`src/rtl/ula_seq.sv`:
```
// ula_seq: registered ALU with a START/DONE handshake.
// MUL (shift-add) and DIV (restoring) iterate over WIDTH cycles; every other op completes in one cycle.
module ula_seq #(
    parameter int unsigned WIDTH = 32
) (
    input  logic             CLK,
    input  logic             RST_N,
    input  logic             START,
    input  logic [3:0]       ALUop,
    input  logic [WIDTH-1:0] D1,
    input  logic [WIDTH-1:0] D2,
    output logic [WIDTH-1:0] RESULTADO,
    output logic [WIDTH-1:0] RESTOdiv,
    output logic             ZERO,
    output logic             DIV0,
    output logic             BUSY,
    output logic             DONE
);

    localparam int unsigned CW = $clog2(WIDTH + 1);
    localparam int unsigned AW = 2 * WIDTH;

    localparam logic [3:0] OP_ADD  = 4'b0000;
    localparam logic [3:0] OP_SUB  = 4'b0001;
    localparam logic [3:0] OP_MUL  = 4'b0010;
    localparam logic [3:0] OP_DIV  = 4'b0011;
    localparam logic [3:0] OP_NOT  = 4'b0100;
    localparam logic [3:0] OP_AND  = 4'b0101;
    localparam logic [3:0] OP_OR   = 4'b0110;
    localparam logic [3:0] OP_XOR  = 4'b0111;
    localparam logic [3:0] OP_SLT  = 4'b1000;
    localparam logic [3:0] OP_SGT  = 4'b1001;
    localparam logic [3:0] OP_BEQ  = 4'b1010;
    localparam logic [3:0] OP_BNEQ = 4'b1011;
    localparam logic [3:0] OP_SR   = 4'b1100;
    localparam logic [3:0] OP_SL   = 4'b1101;

    typedef enum logic [1:0] {
        S_IDLE = 2'd0,
        S_MUL  = 2'd1,
        S_DIV  = 2'd2
    } state_t;

    state_t           state_q, state_d;
    logic [CW-1:0]    cnt_q, cnt_d;
    logic [AW-1:0]    acc_q, acc_d;      // MUL: {high, low} product; DIV: {remainder, quotient}
    logic [WIDTH-1:0] opnd_q, opnd_d;    // multiplicand or divisor
    logic [WIDTH-1:0] res_q, res_d;
    logic [WIDTH-1:0] rem_q, rem_d;
    logic             zero_q, zero_d;
    logic             div0_q, div0_d;
    logic             busy_q, busy_d;
    logic             done_q, done_d;

    logic [WIDTH-1:0] alu_res;
    logic [WIDTH-1:0] alu_rem;
    logic             alu_zero;
    logic             alu_div0;

    logic [WIDTH:0]   mul_sum;
    logic [AW-1:0]    mul_next;
    logic             div_ge;
    logic [WIDTH-1:0] div_sub;
    logic [AW-1:0]    div_next;

    // Single-cycle operations, including the divide-by-zero response
    always_comb begin
        alu_res  = '0;
        alu_rem  = '0;
        alu_zero = 1'b0;
        alu_div0 = 1'b0;
        case (ALUop)
            OP_ADD:  alu_res = D1 + D2;
            OP_SUB:  alu_res = D1 - D2;
            OP_DIV: begin
                alu_res  = '1;
                alu_rem  = D1;
                alu_div0 = 1'b1;
            end
            OP_NOT:  alu_res = ~D1;
            OP_AND:  alu_res = D1 & D2;
            OP_OR:   alu_res = D1 | D2;
            OP_XOR:  alu_res = D1 ^ D2;
            OP_SLT:  alu_res = WIDTH'(D1 < D2);
            OP_SGT:  alu_res = WIDTH'(D1 > D2);
            OP_BEQ:  alu_zero = (D1 == D2);
            OP_BNEQ: alu_zero = (D1 != D2);
            OP_SR:   alu_res = D1 >> 1;
            OP_SL:   alu_res = D1 << 1;
            default: ;
        endcase
    end

    // One shift-add step: add multiplicand to the high half if the low bit is set, then shift right
    always_comb begin
        mul_sum  = {1'b0, acc_q[AW-1:WIDTH]} + {1'b0, opnd_q};
        mul_next = acc_q[0] ? {mul_sum, acc_q[WIDTH-1:1]} : {1'b0, acc_q[AW-1:1]};
    end

    // One restoring step: shift {rem, quo} left, subtract divisor if it fits, shift in the quotient bit
    always_comb begin
        div_ge   = acc_q[AW-1:WIDTH-1] >= {1'b0, opnd_q};
        div_sub  = acc_q[AW-2:WIDTH-1] - opnd_q;
        div_next = div_ge ? {div_sub, acc_q[WIDTH-2:0], 1'b1}
                          : {acc_q[AW-2:0], 1'b0};
    end

    // Next-state and registered-output logic
    always_comb begin
        state_d = state_q;
        cnt_d   = cnt_q;
        acc_d   = acc_q;
        opnd_d  = opnd_q;
        res_d   = res_q;
        rem_d   = rem_q;
        zero_d  = zero_q;
        div0_d  = div0_q;
        busy_d  = busy_q;
        done_d  = 1'b0;
        case (state_q)
            S_IDLE: begin
                if (START) begin
                    if (ALUop == OP_MUL || (ALUop == OP_DIV && D2 != '0)) begin
                        state_d = (ALUop == OP_MUL) ? S_MUL : S_DIV;
                        acc_d   = {{WIDTH{1'b0}}, D1};
                        opnd_d  = D2;
                        cnt_d   = CW'(WIDTH);
                        busy_d  = 1'b1;
                    end else begin
                        res_d  = alu_res;
                        rem_d  = alu_rem;
                        zero_d = alu_zero;
                        div0_d = alu_div0;
                        done_d = 1'b1;
                    end
                end
            end
            S_MUL, S_DIV: begin
                if (cnt_q != '0) begin
                    acc_d = (state_q == S_MUL) ? mul_next : div_next;
                    cnt_d = cnt_q - CW'(1);
                end else begin
                    res_d   = acc_q[WIDTH-1:0];
                    rem_d   = acc_q[AW-1:WIDTH];
                    zero_d  = 1'b0;
                    div0_d  = 1'b0;
                    busy_d  = 1'b0;
                    done_d  = 1'b1;
                    state_d = S_IDLE;
                end
            end
            default: begin
                state_d = S_IDLE;
                busy_d  = 1'b0;
            end
        endcase
    end

    // State and datapath registers; reset aborts any operation in flight
    always_ff @(posedge CLK or negedge RST_N) begin
        if (!RST_N) begin
            state_q <= S_IDLE;
            cnt_q   <= '0;
            acc_q   <= '0;
            opnd_q  <= '0;
            res_q   <= '0;
            rem_q   <= '0;
            zero_q  <= 1'b0;
            div0_q  <= 1'b0;
            busy_q  <= 1'b0;
            done_q  <= 1'b0;
        end else begin
            state_q <= state_d;
            cnt_q   <= cnt_d;
            acc_q   <= acc_d;
            opnd_q  <= opnd_d;
            res_q   <= res_d;
            rem_q   <= rem_d;
            zero_q  <= zero_d;
            div0_q  <= div0_d;
            busy_q  <= busy_d;
            done_q  <= done_d;
        end
    end

    assign RESULTADO = res_q;
    assign RESTOdiv  = rem_q;
    assign ZERO      = zero_q;
    assign DIV0      = div0_q;
    assign BUSY      = busy_q;
    assign DONE      = done_q;

endmodule

```
`config.mk`:
```
export PLATFORM = sky130hd
export DESIGN_NAME = ula_seq
export DESIGN_NICKNAME = d
export VERILOG_FILES = /design/src/rtl/ula_seq.sv
export SDC_FILE = /design/constraint.sdc
export NUM_CORES = 1
export LEC_CHECK = 0
export BUFFER_PORTS_ARGS = -buffer_cell sky130_fd_sc_hd__buf_4
export CORE_MARGIN = 2
export CORE_UTILIZATION = 55
export DETAILED_ROUTE_END_ITERATION = 12
export PLACE_DENSITY_LB_ADDON = 0.25
export REMOVE_ABC_BUFFERS = 1
export SYNTH_ARGS = -nofsm -noshare
export SYNTH_HDL_FRONTEND = slang
export SYNTH_SLANG_ARGS = --single-unit
```
`constraint.sdc`:
```
create_clock -name CLK -period 3.2 [get_ports CLK]
set_input_delay 0.16 -clock CLK [delete_from_list [all_inputs] [get_ports CLK]]
set_output_delay 0.16 -clock CLK [all_outputs]
set_load 0.005 [all_outputs]
```
# Word-level counts from Yosys, hierarchy flattened
# Index checks and enable logic that the tools add are counted.
[totals]
regBits = 172
[op_classes]
bitwise_logic = 4
eq_ne = 22
n_reduce_logical = 12
add_sub_neg = 5
order_cmp = 3
muxes = 42
[ops]
columns = ["operator", "n"]
rows = [
  ["$mux W64", 6],
  ["$pmux W32 S11", 1],
  ["$mux W32", 7],
  ["$pmux W32 S2", 2],
  ["$pmux W64 S2", 1],
  ["$sub A32 B32 Y32", 2],
  ["$add A32 B32 Y33", 1],
  ["$ge A33 B32 Y1", 1],
  ["$add A32 B32 Y32", 1],
  ["$and A32 B32 Y32", 1],
  ["$eq A32 B32 Y1", 1],
  ["$gt A32 B32 Y1", 1],
  ["$lt A32 B32 Y1", 1],
  ["$ne A32 B32 Y1", 1],
  ["$not A32 Y32", 1],
  ["$or A32 B32 Y32", 1],
  ["$reduce_bool A32 Y1", 1],
  ["$xor A32 B32 Y32", 1],
  ["$eq A4 B4 Y1 const B", 6],
  ["$mux W6", 3],
  ["$eq A4 B3 Y1 const B", 4],
  ["$pmux W6 S2", 1],
  ["$mux W1", 11],
  ["$ne A2 B2 Y1 const B", 5],
  ["17 further kinds", 27],
]

# Logic depth before layout (Yosys ltp)
# Gate-level depths: netlist of run 1.
[logic_depth]
word_depth = 6
mapped_depth = 14

# Worst setup path after synthesis of run 1
# Ideal clock, no wire load.
[synth_path]
kind = "register to register"
from = "register acc_q[32]"
to = "register acc_q[49]"
synth_period_minus_slack_ps = 3141
arrival_ps = 3025
setup_ps = 116
slack_ps = 59
stages_incl_launch_ff = 13
n_path_buf = 0
cell_sequence = "dfrtp_1 -> ha_1 -> fa_1 -> a211oi_2 -> o21ai_1 -> o21ba_1 -> o41ai_4 -> o21ai_0 -> o21ai_0 -> nand2b_1 -> xnor2_1 -> a2111o_1 -> o311ai_0"
[synth_via]
elab_chain_cells = 5
[synth_lines]
columns = ["item", "line_no", "source"]
rows = [
  ["start, declared", "46", "logic [AW-1:0] acc_q, acc_d;"],
  ["start signal, assigned", "164", "acc_q <= '0;"],
  ["start signal, assigned", "175", "acc_q <= acc_d;"],
  ["$sub A32 B32 Y32, or another cell as far along", "103", "div_sub = acc_q[AW-2:WIDTH-1] - opnd_q;"],
  ["$mux W64, on equally long branches", "104, 97", ""],
  ["$mux W64 (*)", "140", "acc_d = (state_q == S_MUL) ? mul_next : div_next;"],
  ["$mux W64 (*)", "139", "if (cnt_q != '0) begin"],
  ["$pmux W64 S2 (*)", "120", "case (state_q)"],
]
# Mark *: on every way between the ends. The rest lies on a longest branch, timed or not. The select of a mux whose other input is x is not followed.
# A chain may end at the register's enable or synchronous reset.

# Final worst setup path of run 1
[layout_path]
from = "register acc_q[32]"
to = "register acc_q[61]"
# Same word-level chain as after synthesis.

==> Flow_metrics.wiki, run 1 <==
{| class="wikitable"
! Metric !! Value
|-
| Number of pins with negative max-slew slack in the final report || 0
|-
| Chip height || 183 µm
|-
| Synth cell types || a little under 100
|-
| Sort of element at the start of the critical path || flip-flop
|-
| Number of antenna violations at the first check in global routing || 2
|-
| Sum of net half-perimeters after detailed placement || 53,600 µm
|-
| Count leader, synth || sky130_fd_sc_hd__nand2_1
|-
| Final standard cell area without fillers || roughly 21,000 µm²
|-
| Number of clock sinks || 172
|-
| Number of clock buffers inserted by TritonCTS || 17
|-
| Post-synth EDFFs || 0
|-
| H-tree lvl count || 4
|-
| Final Hold Violating Endpoints || 0
|-
| Post-DP Area || 20,400 µm²
|-
| Root Driver || sky130_fd_sc_hd__clkbuf_16
|-
| Worst stage delay on the critical path || 0.41 ns
|-
| Sequential-to-total area share from yosys stat || 0.243
|-
| Wire length reported by the detailed router || 72,900 µm
|-
| Critical path capture point type || flip-flop
|-
| RSZ-0062 raised after global routing || true
|-
| Setup crit end || acc_q[61]
|-
| Clock Latency Late Sink || 0.48 ns
|-
| Total power || between 0.01 and 0.015 W
|-
| Worst Path Class, Setup || flip-flop to flip-flop
|-
| Number of max-capacitance violations reported || 0
|-
| YS warnings || 0
|-
| Depth of the worst register-to-register path || 13
|-
| Final core area utilization || 0.679
|-
| Cell area power density || 627 nW/µm²
|-
| Detailed-routing iteration count for the pre-antenna-repair pass || 7
|-
| Initial cell density of the core || 0.559
|-
| Source of the worst register-to-register timing path || acc_q[32]
|-
| Top fanout value on the critical path || 4
|-
| Count of input and output buffers || 138
|-
| Number of global-route vias before repair || 19,400
|-
| F_max || 315 MHz
|-
| Largest cells by area after synthesis || sky130_fd_sc_hd__dfrtp_1 24%, sky130_fd_sc_hd__ha_1 12%, sky130_fd_sc_hd__a21oi_1 7.1%
|-
| Routed vias || 20,400
|-
| 1st-iter DRT viols || 2,276
|-
| I/O pin count || 139
|-
| Number of vias per cell after detailed routing || slightly below 7
|-
| Status || complete, no violations
|-
| Standard-cell rows || 65
|-
| Die Width || 183 µm
|-
| Largest net degree at the start of global routing || 101
|-
| Leakage component of the power || 9.83 nW
|-
| Final sum of negative setup slack || 0 ns
|-
| Post-synth ARST share || 1.00
|-
| Final setup violation count || 0
|-
| Growth of design area from synthesis to finish || 21.5%
|-
| Netlist area before placement || 17,700 µm²
|-
| TritonCTS clock tree || done
|-
| Cell count after synthesis || between 2,000 and 2,500
|-
| Cell Chain, Critical Path || ha_2, fa_2, a211oi_2, o21ai_2, o21ba_4, o41ai_4, buf_4, o31ai_4, nor2_4, nor2_2, mux2_4, o221a_1, a32o_1
|-
| Clock slew at the register clock pins of the worst setup and hold paths || 0.07 ns
|-
| Period utilisation layout || 0.992
|-
| Area share of the largest cell type after synthesis || 0.243
|-
| Worst min-delay path category || primary input to flip-flop
|-
| Critical path arrival || roughly 3.5 ns
|-
| Main flop type after synthesis || sky130_fd_sc_hd__dfrtp_1
|-
| Number of synthesized register bits || 172
|-
| Master of the slowest instance on the critical path || sky130_fd_sc_hd__fa_2
|-
| Average wire length per cell after detail routing || 24.0 µm
|-
| Maximum clock insertion buffer count || 2
|-
| Fraction of layout cells with a size suffix above 1 || 0.187
|-
| Most area-hungry cell type in the Yosys netlist || sky130_fd_sc_hd__dfrtp_1
|-
| Die footprint || 33,600 µm²
|-
| Routability Congestion || 1.00
|-
| Worst flop-to-flop path endpoint || acc_q[61]
|-
| GRT Resource Usage Total || 0.428
|-
| Average size of a mapped cell || 7.46 µm²
|-
| Antenna violation net count after detailed routing || 0
|-
| Required time worst endpoint || between 3 and 4 ns
|-
| Worst clock skew on the final layout || 0.0183 ns
|-
| Worst-case register-to-register setup slack || about 0.025 ns
|-
| Synth cell count leaders || 271 x sky130_fd_sc_hd__nand2_1, 251 x sky130_fd_sc_hd__a21oi_1, 251 x sky130_fd_sc_hd__o21ai_0, 192 x sky130_fd_sc_hd__nor2_1
|-
| Maximum VDD drop || 588 µV
|-
| Crit path time final || 3.18 ns
|-
| Core area || 31,600 µm²
|-
| Worst slew pin tran || 1.10 ns
|-
| # nets final || 2,862
|-
| First-pass GRT wire length || 111,000 µm
|-
| Post-route DRC violation count || 0
|-
| Sum of overflow across all layers after global routing || 0
|-
| Launch point of the worst path || acc_q[32]
|-
| Worst slew slack as a fraction of its limit || 0.269
|}
## critical path: cells and delay by family, from the launching register on
family	cells	cell delay [ns]
AO/OA/AOI/OAI	7	1.33
adder cells (fa/ha/maj)	2	0.62
flip-flops	1	0.39
multiplexers	1	0.29
AND/OR/NAND/NOR	2	0.23
buffers and inverters	1	0.20
## how the worst min path moves through the flow
| stage | from | end | depth (start not counted) |
|---|---|---|---|
| floorplan | RST_N | BUSY | 0 |
| global placement | RST_N | RESTOdiv[7] | 1 |
| detailed placement | RST_N | acc_q[37] | 1 |
| CTS | D2[3] | opnd_q[3] | 3 |
| global route | D2[3] | opnd_q[3] | 3 |
| finish | D2[3] | opnd_q[3] | 3 |
## layout make-up
class	instances	area (µm²)
diodes	1	2.50
multi-input cells	1902	12600
flip-flops and latches	172	4310
clock buffers	20	447
well taps	402	503
inverters	149	559
repair buffers	373	2950
fillers	2731	10100
clock inverters	12	126
## routing by layer
layer	vias to the layer above	global-route usage	part of all wire
li1	9144	-	-
met1	9660	0.552	0.40
met2	1291	0.666	0.44
met3	304	0.0790	0.096
met4	2	0.264	0.067
met5	-	0	0.00012
## registers in the layout (all words and copies together), names as in the netlist
| register | cells |
|---|---|
| DONE | 1 |
| acc_q | 64 |
| ZERO | 1 |
| opnd_q | 32 |
| state_q | 2 |
| DIV0 | 1 |
| RESULTADO | 32 |
| cnt_q | 6 |
| RESTOdiv | 32 |
| BUSY | 1 |
## placed cells by master (no fill, tap or decap), types with 22 or more instances in the layout
master | synthesis | layout
sky130_fd_sc_hd__a211oi_1 | 34 | 31
sky130_fd_sc_hd__a21o_1 | 47 | 47
sky130_fd_sc_hd__a21oi_1 | 251 | 244
sky130_fd_sc_hd__nor4_1 | 25 | 23
sky130_fd_sc_hd__o211ai_1 | 37 | 37
sky130_fd_sc_hd__nand3_1 | 48 | 47
sky130_fd_sc_hd__mux2i_1 | 42 | 42
sky130_fd_sc_hd__inv_1 | 148 | 147
sky130_fd_sc_hd__nand2b_1 | 22 | 22
sky130_fd_sc_hd__buf_4 | 1 | 345
sky130_fd_sc_hd__ha_1 | 172 | 156
sky130_fd_sc_hd__o21ai_0 | 251 | 240
sky130_fd_sc_hd__xnor2_1 | 36 | 36
sky130_fd_sc_hd__nor2_1 | 192 | 185
sky130_fd_sc_hd__a221oi_1 | 45 | 44
sky130_fd_sc_hd__nor3_1 | 72 | 67
sky130_fd_sc_hd__dfrtp_1 | 172 | 168
sky130_fd_sc_hd__nand2_1 | 271 | 269
## through the flow
step	cells	hold slack [ns]	worst slack, ns
2_1_floorplan	2223	-0.136	-5.96
3_3_place_gp	2971	0.215	-0.103
3_5_place_dp	2971	0.233	-0.0972
4_1_cts	3022	0.00225	-0.0221
5_1_grt	3030	0.0109	-0.109
6_report	3031	0.0158	0.0248
## timing repair
| action | CTS | global route |
|---|---|---|
| gates resized for setup | 1 | 79 |
| hold buffers | 19 | 0 |
| pin swaps | 2 | 26 |
| endpoints found under the hold margin | 89 | 0 |
| buffers inserted | 0 | 8 |
| setup endpoints to repair | 7 | 46 |
## report_power, final
part	switching, W	internal [W]
combinational	0.00472	0.00304
sequential	0.000680	0.00286
clock	0.00106	0.00112
## cell families (layout without fill, tap and decap cells)
family | count (synthesis) | after routing | synth area share
buffers and inverters | 298 | 554 | 0.0648
adders and majority gates | 176 | 176 | 0.126
other | 0 | 1 | 0
DFF | 172 | 172 | 0.243
and+or+nand+nor | 726 | 726 | 0.186
muxes | 48 | 48 | 0.0276
xor gates and xnor gates | 55 | 55 | 0.0272
AOI/OAI and AO/OA | 897 | 897 | 0.325
Note: power is estimated with default switching activity, not from simulation.
==> run 2, diff against run 1 <==
CORE_UTILIZATION = 50   (was 55)
SLEW_MARGIN = 20   (was unset)
==> run 2 against run 1 <==
Compared with the run above: clock power about the same; design area decreased by 0.35%; clock skew decreased by 0.0018 ns; total power down 1.1%; critical path type is now primary input to flip-flop; highest routed layer is now met4.
==> Flow_metrics.wiki, run 2 (synthesis results as in run 1) <==
{| class="wikitable"
! Metric !! Value
|-
| Gr busiest metal || met2 (unchanged)
|-
| Period utilisation layout || 0.994 (was 0.992)
|-
| Chip height || 192 µm (was 183 µm)
|-
| Status || complete, no violations (unchanged)
|-
| Number of pins with negative max-slew slack in the final report || 0 (unchanged)
|-
| Register ranked first by flip-flop count || acc_q (unchanged)
|-
| First-pass GRT wire length || 110,000 µm (was 111,000 µm)
|-
| Worst slew slack as a fraction of its limit || 0.288 (was 0.269)
|-
| Most used cells in the layout excluding fill and tap cells || 339 x sky130_fd_sc_hd__buf_4, 270 x sky130_fd_sc_hd__nand2_1, 245 x sky130_fd_sc_hd__a21oi_1 (was 345 x sky130_fd_sc_hd__buf_4, 269 x sky130_fd_sc_hd__nand2_1, 244 x sky130_fd_sc_hd__a21oi_1)
|-
| Final Hold Violating Endpoints || 0 (unchanged)
|-
| Fraction of met2 tracks used by global routing || 0.605 (was 0.666)
|-
| Sum of net half-perimeters after detailed placement || 54,100 µm (was 53,600 µm)
|-
| Die footprint || 36,900 µm² (was 33,600 µm²)
|-
| Clock slew at the register clock pins of the worst setup and hold paths || 0.08 ns (was 0.07 ns)
|-
| Antenna violation net count after detailed routing || 0 (unchanged)
|-
| Critical path arrival || 3.52 ns (was 3.53 ns)
|-
| Core area || 34,700 µm² (was 31,600 µm²)
|-
| GRT Resource Usage Total || 0.389 (was 0.428)
|-
| Cell area power density || 622 nW/µm² (was 627 nW/µm²)
|-
| Worst min-delay path category || primary input to flip-flop (unchanged)
|-
| RSZ-0062 raised after global routing || true (unchanged)
|-
| M3 GR Usage || 0.0753 (was 0.0790)
|-
| F_max || 315 MHz (about the same)
|-
| Initial cell density of the core || 0.510 (was 0.559)
|-
| Final sum of negative setup slack || 0 ns (unchanged)
|-
| Fraction of layout cells with a size suffix above 1 || 0.178 (was 0.187)
|-
| Number of clock sinks || 172 (unchanged)
|-
| Post-route DRC violation count || 0 (unchanged)
|-
| Required time worst endpoint || 3.54 ns (was 3.56 ns)
|-
| Clock Latency Late Sink || 0.47 ns (was 0.48 ns)
|-
| Growth of design area from synthesis to finish || 21.1% (was 21.5%)
|-
| H-tree lvl count || 4 (unchanged)
|-
| Number of global-route vias before repair || 19,000 (was 19,400)
|-
| Root Driver || sky130_fd_sc_hd__clkbuf_16 (unchanged)
|-
| Placed insts || 3,018 (was 2,971)
|-
| Critical path capture point type || flip-flop (unchanged)
|-
| Number of antenna violations at the first check in global routing || 0 (was 2)
|-
| Number of clock buffers inserted by TritonCTS || 17 (unchanged)
|-
| Wire length reported by the detailed router || 71,800 µm (was 72,900 µm)
|-
| Commonest non-fill, non-tap cell in the layout || sky130_fd_sc_hd__buf_4 (unchanged)
|-
| Sum of overflow across all layers after global routing || 0 (unchanged)
|-
| # nets final || 2,851 (was 2,862)
|-
| Flip-flop count of the largest register after layout || 64 (unchanged)
|-
| Die Width || 192 µm (was 183 µm)
|-
| Met1 usage || 0.510 (was 0.552)
|-
| Crit path time final || 3.18 ns (about the same)
|-
| Worst Path Class, Setup || primary input to flip-flop (was flip-flop to flip-flop)
|-
| Worst slew pin tran || 1.07 ns (was 1.10 ns)
|-
| Number of max-capacitance violations reported || 0 (unchanged)
|-
| Sort of element at the start of the critical path || primary input (was flip-flop)
|-
| Non-Filler Instances || 3,072 (was 3,031)
|-
| I/O pin count || 139 (unchanged)
|-
| Fill cells || 3,182 (was 2,731)
|-
| Maximum clock insertion buffer count || 2 (unchanged)
|-
| Detailed-routing iteration count for the pre-antenna-repair pass || 6 (was 7)
|-
| Leakage component of the power || 9.79 nW (was 9.83 nW)
|-
| Count of input and output buffers || 138 (unchanged)
|-
| 1st-iter DRT viols || 2,065 (was 2,276)
|-
| Worst clock skew on the final layout || 0.0165 ns (was 0.0183 ns)
|-
| Master of the slowest instance on the critical path || sky130_fd_sc_hd__nor4_1 (was sky130_fd_sc_hd__fa_2)
|-
| Number of vias per cell after detailed routing || 6.52 (was 6.73)
|-
| Routability Congestion || 0.985 (was 1.00)
|-
| Standard-cell rows || 68 (was 65)
|-
| Diodes inserted || 0 (was 1)
|-
| Worst stage delay on the critical path || 0.56 ns (was 0.41 ns)
|-
| Largest net degree at the start of global routing || 101 (unchanged)
|-
| Cell Chain, Critical Path || dlygate4sd3_1, buf_4, nor4_1, nand4_1, o311ai_4, and3_1, o21a_1, nand2_1, nor3_1, o211ai_1, a21oi_1, nor4b_2 (was ha_2, fa_2, a211oi_2, o21ai_2, o21ba_4, o41ai_4, buf_4, o31ai_4, nor2_4, nor2_2, mux2_4, o221a_1, a32o_1)
|-
| Top fanout value on the critical path || 4 (unchanged)
|-
| Maximum VDD drop || 502 µV (was 588 µV)
|-
| Hold slack || 0.0106 ns (was 0.0158 ns)
|-
| Final core area utilization || 0.617 (was 0.679)
|-
| Final setup violation count || 0 (unchanged)
|-
| Average wire length per cell after detail routing || 23.4 µm (was 24.0 µm)
|-
| TritonCTS clock tree || done (unchanged)
|-
| Routed vias || 20,000 (was 20,400)
|}
-- run 2: cell count changes in the layout (fill, tap and decap cells not counted), moves of 3 or more --
cell                            before  now
sky130_fd_sc_hd__ha_2               12    3
sky130_fd_sc_hd__buf_4             345  339
sky130_fd_sc_hd__ha_1              156  162
sky130_fd_sc_hd__dfrtp_1           168  172
sky130_fd_sc_hd__dfrtp_2             4    0
sky130_fd_sc_hd__dlygate4sd3_1      19   15
sky130_fd_sc_hd__ha_4                4    7
sky130_fd_sc_hd__nor2_2              8    5
-- run 2: where the power goes --
group          internal (W)  switching [W]  total (W)
Clock               0.00109        0.00107    0.00216
Sequential          0.00286       0.000674    0.00353
Combinational       0.00302        0.00461    0.00764
Total               0.00697        0.00636     0.0133
-- run 2: worst paths after layout --
path | from | to | slack, ns | cells after the start
worst max-delay path | D2[28] | RESULTADO[25] | 0.02 | 12
worst min-delay path | D2[21] | opnd_q[21] | 0.01 | 3
worst max register to register | acc_q[36] | acc_q[62] | 0.13 | 10
worst min register to register | DIV0 | DIV0 | 0.48 | 2
max in group asynchronous | RST_N | acc_q[25] | 2.04 | 3
min in group asynchronous | RST_N | acc_q[41] | 0.28 | 2
-- run 2: timing repair --
item	4_1_cts	5_1_grt
gates resized for setup	3	61
setup buffers	0	7
setup endpoints to repair	5	37
pin swaps	0	20
endpoints found under the hold margin	85	1
hold buffers	14	1
-- run 2: worst max-delay path: cells and delay by family --
family | cells | cell delay [ns]
buf+inv | 2 | 0.71
simple gates | 6 | 1.73
compound gates | 4 | 0.92
-- run 2: per-stage QoR --
stage	instance area, µm²	total power [W]	setup slack [ns]
4_1_cts	21100	0.0130	0.0285
5_1_grt	21400	0.0142	-0.0438
2_1_floorplan	17100	0.00777	-5.96
6_report	21400	0.0133	0.0207
3_3_place_gp	20400	0.0106	-0.00558
3_5_place_dp	20400	0.0108	-0.0180
-- run 2: per-layer routing --
layer / part of all wire / wire length [µm]
met1: 0.41 / 29600
met2: 0.44 / 31600
met3: 0.088 / 6290
met4: 0.059 / 4270
met5: 0 / 0
-- run 2: area by class of cell --
cell class / count / area (µm²) / share of cell area
clock buffers: 18 / 429 / 0.0200
well taps: 455 / 569 / 0.0266
multi-input cells: 1902 / 12600 / 0.588
inverters: 149 / 559 / 0.0261
repair buffers: 362 / 2830 / 0.132
flip-flops and latches: 172 / 4300 / 0.201
clock inverters: 14 / 135 / 0.00631
